===== src/rtl/menu_char_overlay.sv =====
// rtl/menu_char_overlay.sv - menu text overlay: text/font ROM addressing and glyph compositing
// Four-cycle feed-forward pipeline; every output lags its input by exactly four clocks.
module menu_char_overlay #(
   parameter logic [10:0] XPOS     = 11'd256,
   parameter logic [10:0] YPOS     = 11'd128,
   parameter logic [11:0] FG_COLOR = 12'hFFF,
   parameter logic        BG_EN    = 1'b0,
   parameter logic [11:0] BG_COLOR = 12'h000
) (
   input  logic        clk,
   input  logic        rst_n,
   input  logic [10:0] hcount_in,
   input  logic [10:0] vcount_in,
   input  logic        hsync_in,
   input  logic        vsync_in,
   input  logic        hblnk_in,
   input  logic        vblnk_in,
   input  logic [11:0] rgb_in,
   output logic [7:0]  char_xy,
   output logic [3:0]  char_line,
   input  logic [7:0]  char_pixels,
   output logic [10:0] hcount_out,
   output logic [10:0] vcount_out,
   output logic        hsync_out,
   output logic        vsync_out,
   output logic        hblnk_out,
   output logic        vblnk_out,
   output logic [11:0] rgb_out
);

   localparam logic [10:0] XEND = XPOS + 11'd128;
   localparam logic [10:0] YEND = YPOS + 11'd256;

   // Only the low offset bits are ever used, and those are identical to the full 11-bit difference.
   logic [6:0]  w_dx;
   logic [7:0]  w_dy;
   logic        w_in_box;
   logic        w_glyph_bit;
   logic [11:0] w_rgb_next;

   logic [7:0]  r_char_xy;
   logic [3:0]  r_char_line;
   logic [3:0]  r_dy1;
   logic [2:0]  r_dx1;
   logic [2:0]  r_dx2;
   logic [2:0]  r_dx3;
   logic        r_in_box1;
   logic        r_in_box2;
   logic        r_in_box3;

   logic [3:0][10:0] r_hcount_d;
   logic [3:0][10:0] r_vcount_d;
   logic [3:0][3:0]  r_timing_d;
   logic [2:0][11:0] r_rgb_d;
   logic [11:0]      r_rgb_out;

   assign w_dx = hcount_in[6:0] - XPOS[6:0];
   assign w_dy = vcount_in[7:0] - YPOS[7:0];

   assign w_in_box = (hcount_in >= XPOS) && (hcount_in < XEND) &&
                     (vcount_in >= YPOS) && (vcount_in < YEND) &&
                     !hblnk_in && !vblnk_in;

   // Font slice is MSB-first: column 0 of the cell is bit 7.
   assign w_glyph_bit = char_pixels[3'd7 - r_dx3];

   always_comb begin
      w_rgb_next = r_rgb_d[2];
      if (r_in_box3 && w_glyph_bit) begin
         w_rgb_next = FG_COLOR;
      end else if (r_in_box3 && BG_EN) begin
         w_rgb_next = BG_COLOR;
      end
   end

   always_ff @(posedge clk or negedge rst_n) begin
      if (!rst_n) begin
         r_char_xy   <= '0;
         r_char_line <= '0;
         r_dy1       <= '0;
         r_dx1       <= '0;
         r_dx2       <= '0;
         r_dx3       <= '0;
         r_in_box1   <= 1'b0;
         r_in_box2   <= 1'b0;
         r_in_box3   <= 1'b0;
      end else begin
         r_char_xy   <= w_in_box ? {w_dy[7:4], w_dx[6:3]} : 8'h00;
         r_dy1       <= w_dy[3:0];
         r_dx1       <= w_dx[2:0];
         r_in_box1   <= w_in_box;
         r_char_line <= r_in_box1 ? r_dy1 : 4'h0;
         r_dx2       <= r_dx1;
         r_in_box2   <= r_in_box1;
         r_dx3       <= r_dx2;
         r_in_box3   <= r_in_box2;
      end
   end

   always_ff @(posedge clk or negedge rst_n) begin
      if (!rst_n) begin
         r_hcount_d <= '0;
         r_vcount_d <= '0;
         r_timing_d <= '0;
         r_rgb_d    <= '0;
         r_rgb_out  <= '0;
      end else begin
         r_hcount_d <= {r_hcount_d[2:0], hcount_in};
         r_vcount_d <= {r_vcount_d[2:0], vcount_in};
         r_timing_d <= {r_timing_d[2:0], {hsync_in, vsync_in, hblnk_in, vblnk_in}};
         r_rgb_d    <= {r_rgb_d[1:0], rgb_in};
         r_rgb_out  <= w_rgb_next;
      end
   end

   assign char_xy    = r_char_xy;
   assign char_line  = r_char_line;
   assign hcount_out = r_hcount_d[3];
   assign vcount_out = r_vcount_d[3];
   assign hsync_out  = r_timing_d[3][3];
   assign vsync_out  = r_timing_d[3][2];
   assign hblnk_out  = r_timing_d[3][1];
   assign vblnk_out  = r_timing_d[3][0];
   assign rgb_out    = r_rgb_out;

endmodule


===== config.mk =====
export PLATFORM = sky130hd
export DESIGN_NAME = menu_char_overlay
export DESIGN_NICKNAME = d
export VERILOG_FILES = /design/src/rtl/menu_char_overlay.sv
export SDC_FILE = /design/constraint.sdc
export NUM_CORES = 1
export LEC_CHECK = 0
export ABC_AREA = 1
export BUFFER_PORTS_ARGS = -buffer_cell sky130_fd_sc_hd__buf_2
export CORE_MARGIN = 2
export CORE_UTILIZATION = 30
export CTS_BUF_LIST = sky130_fd_sc_hd__clkbuf_2 sky130_fd_sc_hd__clkbuf_4 sky130_fd_sc_hd__clkbuf_8
export DETAILED_ROUTE_END_ITERATION = 7
export HOLD_SLACK_MARGIN = 0.08
export PLACE_DENSITY_LB_ADDON = 0.05
export SLEW_MARGIN = 30
export SYNTH_ARGS = -nofsm -noshare
export SYNTH_HDL_FRONTEND = slang
export SYNTH_SLANG_ARGS = --single-unit
export TNS_END_PERCENT = 5

===== constraint.sdc =====
create_clock -name clk -period 1 [get_ports clk]
set_input_delay 0.2 -clock clk [delete_from_list [all_inputs] [get_ports clk]]
set_output_delay 0.2 -clock clk [all_outputs]
set_load 0.05 [all_outputs]

==> run metrics, run 1 <==
gr ovfl total 0; Clock Latency Late Sink 440 ps; clk_skew 8.78 ps; status finished, violations left; number of diodes 0; via count 2229; IO Port Bufs 97; share of layout cells above drive strength 1 33.9%; maximum buffer depth of the clock tree 2; Fill cells 1433; Worst Hold Margin 147 ps; Tcrit/Tclk final 120%; initial core utilization 30.8%; library cells used by synthesis 13; total power 12.9 mW; first-pass GRT wire length 12100 µm; reg2reg path depth 6; kind of cell adding the most delay to the critical path flip-flops; syn_area_per_cell 17.4 µm²; placed insts 536; largest net degree at the start of global routing 55; slowest CP cell dfrtp_1; vias in the first global route 2447; YS warnings 0; Final HPWL DP 4320 µm; nets 454; startpoint types flop; total CTS buffers 17; Yosys reg bits 167; Worst-path clk slew 90 ps; Fin. Hold Viols 0; area share of the largest cell type after synthesis 89.3%; fmax 834 MHz; Via density 3.67; die height 129 µm; htree depth 4; site row count 45; IO Count 98; routed wire length 7090 µm; cell area after synthesis 4680 µm²; cell chain of the critical path buf_6; Max VDD drop 0.895 mV; Syn Inst Count 269; Cell Count, Final, Fillers Out 607; WL per Instance 11.7 µm; area leader, netlist dfrtp_1; DIE AREA 16600 µm²; gp weighted congestion 0.723; failing checks setup timing; Tmin final 1200 ps; Critical Path RT 800 ps; Sinks on Clock Net 167; most frequent cells in the layout dfrtp_1 (166), buf_6 (52), buf_2 (46); commonest non-fill, non-tap cell in the layout dfrtp_1; Setup violations, final 62; top post-synthesis cells by area dfrtp_1 (89%), buf_4 (3.5%), inv_1 (2.6%), nand2_1 (2.0%), nor2_1 (0.88%); CORE AREA 15200 µm²; slowest stage delay, CP 410 ps; DIE WIDTH 129 µm; Clk Tree Root Cell clkbuf_8; Buf/Inv on CP 1; FF-to-FF Start r_hcount_d[22]; Crit. End Element output pin; 1st-pass router iterations 4; CTS tree done; Iteration-0 DRC Markers 111; worst rel slew slack 81.3%; Area growth, synth to finish 37.6%; RSZ-0062 raised after global routing yes; worst endpoint data arrival time 1000 ps; worst hold path type in2async; Worst Tran Pin Value 281 ps; worst setup margin -199 ps; Post-route DRC 0; Worst Path Max Fanout 1; r2r setup slk -130 ps; Leak 3.18 nW; P per Cell Area 2000 nW/µm²; crit path kind reg2out; Mapped Nets 317; initial antenna violation count 0; Routed Antenna Nets 0; R2R Path End rgb_out[9]; max-slew violations 0; setup TNS -9820 ps; share of the yosys chip area belonging to registers 89.3%; GRT Total Usage 9.86%; max capacitance violation total 0
per-layer routing:
layer  wire length, µm  share of wire [%]  up-vias  track usage (%)
met3               556                7.8        7             5.36
met5                 0                  0        -                0
met2              3210                 45       71             13.9
li1                  -                  -     1049                -
met1              3220                 45     1102             12.3
met4               108                1.5        0             4.99
synthesized netlist by cell type:
| master | instances |
|---|---|
| inv_1 | 32 |
| dfrtp_1 | 167 |
| nand2_1 | 25 |
| buf_4 | 22 |
| nand3b_1 | 2 |
| nor2_1 | 11 |
| nand3_2 | 1 |
| xor2_1 | 1 |
| nor3b_1 | 1 |
| nor3_1 | 1 |
| nand3_1 | 4 |
| buf_6 | 1 |
| inv_2 | 1 |
sequential cells by signal, summed over array words and instances, names as in the netlist:
| register | count |
|---|---|
| r_vcount_d | 33 |
| r_in_box3 | 1 |
| char_xy | 8 |
| rgb_out | 12 |
| r_in_box1 | 1 |
| r_rgb_d | 36 |
| vblnk_out | 1 |
| hcount_out | 11 |
| hblnk_out | 1 |
| hsync_out | 1 |
| vsync_out | 1 |
| r_timing_d | 12 |
| r_hcount_d | 33 |
| char_line | 4 |
| r_in_box2 | 1 |
| vcount_out | 11 |
worst max-delay path by stage:
stage | slack, ps | from | end | cells past startpoint
after global routing | -270 | vcount_out[8] | vcount_out[8] | 1
final | -200 | vcount_out[8] | vcount_out[8] | 1
after global placement | -180 | vcount_in[9] | char_xy[4] | 6
after CTS | -250 | vcount_out[8] | vcount_out[8] | 1
after floorplan | -40 | r_hcount_d[22] | rgb_out[10] | 7
after detailed placement | -210 | vcount_in[9] | char_xy[2] | 6
cell families after synthesis:
group | Yosys count | share of synthesized area (%)
xor gates and xnor gates | 1 | 0.187
buffers and inverters | 56 | 6.42
DFF | 167 | 89.3
and+or+nand+nor | 45 | 4.12
through the flow:
stage | setup WS (ps) | cell area [µm²] | util, %
2_1_floorplan | -42.0 | 4680 | -
3_3_place_gp | -180 | 5310 | 34.9
3_5_place_dp | -215 | 5310 | 34.9
4_1_cts | -252 | 6430 | 42.3
5_1_grt | -268 | 6440 | 42.4
6_report | -199 | 6440 | 42.4
final cells by class:
class                   instances  area (µm²)  share of cell area (%)
clock inverters                13         141                    2.20
clock buffers                  19         262                    4.06
multi-input cells              46         224                    3.48
inverters                      33         124                    1.92
repair buffers                141        1270                    19.8
well taps                     188         235                    3.65
flip-flops and latches        167        4180                    64.9
worst register-to-register path, cell delays in order, from the launching register on:
cell and delay [ps]:
dfrtp_2 460, inv_2 80, nand2_1 60, nand3b_1 90, nand3_2 90, nand3_4 150
nand2_1 80
where the power goes:
group / switching (mW) / total (mW) / internal [mW]
combinational: 0.547 / 0.920 / 0.373
sequential: 0.0982 / 7.15 / 7.06
clock: 2.41 / 4.78 / 2.37
total: 3.06 / 12.9 / 9.80
what timing repair did:
action,4_1_cts,5_1_grt
buffers inserted,0,0
hold buffers,39,0
endpoints found under the setup margin,62,70
gates resized for setup,103,5
pin swaps,3,0
endpoints found under the hold margin,213,0
Note: power is estimated with default switching activity, not from simulation.
==> run 2, diff against run 1 <==
Settings changed: SETUP_SLACK_MARGIN set to 0.3.
==> run 2 against run 1 <==
Net effect: the run still ends with setup timing left; maximum frequency grew 0.78%; routed wire length fell by 0.31%; global-route usage is 0.17 points lower; cell count is 0.16% lower; worst hold slack better by 32 ps; sequential power barely moved; combinational power increased by 1%; power is 1.4% higher; utilization increased by 0.22 points; clock power rose by 4%; cell area rose by 0.52%; critical path type unchanged; largest cell class unchanged.
==> run metrics, run 2 (synthesized netlist as in run 1, its figures left out) <==
status finished, violations left (unchanged); failing checks setup timing (unchanged); CORE AREA 15200 µm² (unchanged); Max VDD drop 1.43 mV (was 0.895 mV); largest net degree at the start of global routing 46 (was 55); Worst-path clk slew 90 ps (about the same); register name with the most flops r_rgb_d (unchanged); DIE WIDTH 129 µm (unchanged); site row count 45 (unchanged); initial antenna violation count 0 (unchanged); 1st-pass router iterations 3 (was 4); slowest CP cell dfrtp_1 (unchanged); Worst Path Max Fanout 1 (unchanged); nets 454 (unchanged); maximum buffer depth of the clock tree 2 (unchanged); cell chain of the critical path buf_6 (unchanged); Clk Tree Root Cell clkbuf_8 (unchanged); Leak 3.20 nW (was 3.18 nW); htree depth 4 (unchanged); Fill cells 1398 (was 1433); first-pass GRT wire length 11900 µm (was 12100 µm); vias in the first global route 2384 (was 2447); Cell Area, Placed 5320 µm² (was 5310 µm²); Area growth, synth to finish 38.3% (was 37.6%); r2r setup slk -120 ps (was -130 ps); share of layout cells above drive strength 1 33.5% (was 33.9%); WL per Instance 11.7 µm (about the same); gr ovfl total 0 (unchanged); fmax 841 MHz (was 834 MHz); initial core utilization 30.8% (unchanged); die height 129 µm (unchanged); Tmin final 1190 ps (was 1200 ps); Buf/Inv on CP 1 (unchanged); Iteration-0 DRC Markers 94 (was 111); max reg flops 36 (unchanged); R2R Path End rgb_out[2] (was rgb_out[9]); DIE AREA 16600 µm² (unchanged); routed wire length 7070 µm (was 7090 µm); max-slew violations 0 (unchanged); GRT Total Usage 9.68% (was 9.86%); RSZ-0062 raised after global routing yes (unchanged); Worst Tran Pin Value 237 ps (was 281 ps); P per Cell Area 2010 nW/µm² (was 2000 nW/µm²); gp weighted congestion 0.640 (was 0.723); biggest regs r_rgb_d (36), r_hcount_d (33), r_vcount_d (33) (unchanged); IO Port Bufs 97 (unchanged); worst setup margin -190 ps (was -199 ps); via count 2241 (was 2229); post-route cell area 6470 µm² (was 6440 µm²); FF-to-FF Start r_hcount_d[22] (unchanged); Final HPWL DP 4450 µm (was 4320 µm); Fin. Hold Viols 0 (unchanged); CTS tree done (unchanged); Clock Latency Late Sink 430 ps (was 440 ps); number of diodes 0 (unchanged); commonest non-fill, non-tap cell in the layout dfrtp_1 (unchanged); Via density 3.70 (was 3.67); slowest stage delay, CP 400 ps (was 410 ps); worst hold path type in2async (unchanged); IO Count 98 (unchanged); Post-route DRC 0 (unchanged); max capacitance violation total 0 (unchanged); startpoint types flop (unchanged); Crit. End Element output pin (unchanged); total power 13.0 mW (was 12.9 mW); Routed Antenna Nets 0 (unchanged); Setup violations, final 62 (unchanged); Tcrit/Tclk final 119% (was 120%); clk_skew 9.18 ps (was 8.78 ps); pre-CTS WS -182 ps (was -215 ps); kind of cell adding the most delay to the critical path flip-flops (unchanged); crit path kind reg2out (unchanged); worst endpoint data arrival time 990 ps (was 1000 ps); total CTS buffers 17 (unchanged); Critical Path Stages 1 (unchanged); reg2reg path depth 6 (unchanged); most frequent cells in the layout dfrtp_1 (165), buf_6 (51), buf_2 (46) (was dfrtp_1 (166), buf_6 (52), buf_2 (46)); Critical Path RT 800 ps (about the same); Sinks on Clock Net 167 (unchanged); worst rel slew slack 84.2% (was 81.3%)
run 2: cell count changes in the layout (fill, tap and decap cells not counted), sizes merged:
cell    before  now
bufinv       2    3
clkbuf      19   18
inv         37   36
run 2: area by class of cell:
class	instances	area (µm²)	area share [%]
Tap cell	188	235	3.63
Clock inverter	13	171	2.65
Multi-Input combinational cell	46	216	3.34
Timing Repair Buffer	141	1300	20.0
Inverter	33	124	1.91
Clock buffer	18	248	3.83
Sequential cell	167	4180	64.6
run 2: how the worst max path moves through the flow:
stage,from,end,slack [ps]
3_5_place_dp,vcount_in[9],char_xy[7],-180
4_1_cts,vcount_out[2],vcount_out[2],-240
6_report,vcount_out[2],vcount_out[2],-190
2_1_floorplan,r_hcount_d[22],rgb_out[10],-40
5_1_grt,vcount_out[2],vcount_out[2],-260
3_3_place_gp,r_hcount_d[22],rgb_out[11],-150
run 2: metrics by stage:
| stage | cells | utilization, % | hold slack, ps | TNS (ps) |
|---|---|---|---|---|
| 5_1_grt | 606 | 42.6 | 162 | -14170 |
| 2_1_floorplan | 269 | - | -95.6 | -420 |
| 4_1_cts | 606 | 42.4 | 150 | -11890 |
| 3_3_place_gp | 536 | 35.0 | 65.9 | -2620 |
| 3_5_place_dp | 536 | 35.0 | 63.6 | -3500 |
| 6_report | 606 | 42.6 | 180 | -9440 |
run 2: repair_timing:
action | 4_1_cts | 5_1_grt
endpoints found under the setup margin | 63 | 103
hold endpoints to repair | 213 | 0
gates cloned | 0 | 0
resized for setup | 103 | 5
buffers inserted | 0 | 0
hold buffers | 39 | 0
pin swaps | 3 | 3
run 2: power breakdown:
| part | total, mW | switching [mW] | leakage, nW | internal (mW) |
|---|---|---|---|---|
| sequential | 7.15 | 0.0985 | 1.98 | 7.06 |
| clock | 4.96 | 2.40 | 0.205 | 2.56 |
| combinational | 0.932 | 0.548 | 1.01 | 0.384 |
| total | 13.0 | 3.04 | 3.20 | 10.0 |
run 2: layer usage:
| metal | wire (µm) | up-vias | track usage, % | part of all wire, % |
|---|---|---|---|---|
| met3 | 478 | 9 | 4.62 | 6.8 |
| met2 | 3470 | 67 | 15.0 | 49 |
| met5 | 0 | - | 0 | 0 |
| li1 | - | 1049 | - | - |
| met1 | 3010 | 1116 | 11.6 | 43 |
| met4 | 108 | 0 | 4.22 | 1.5 |
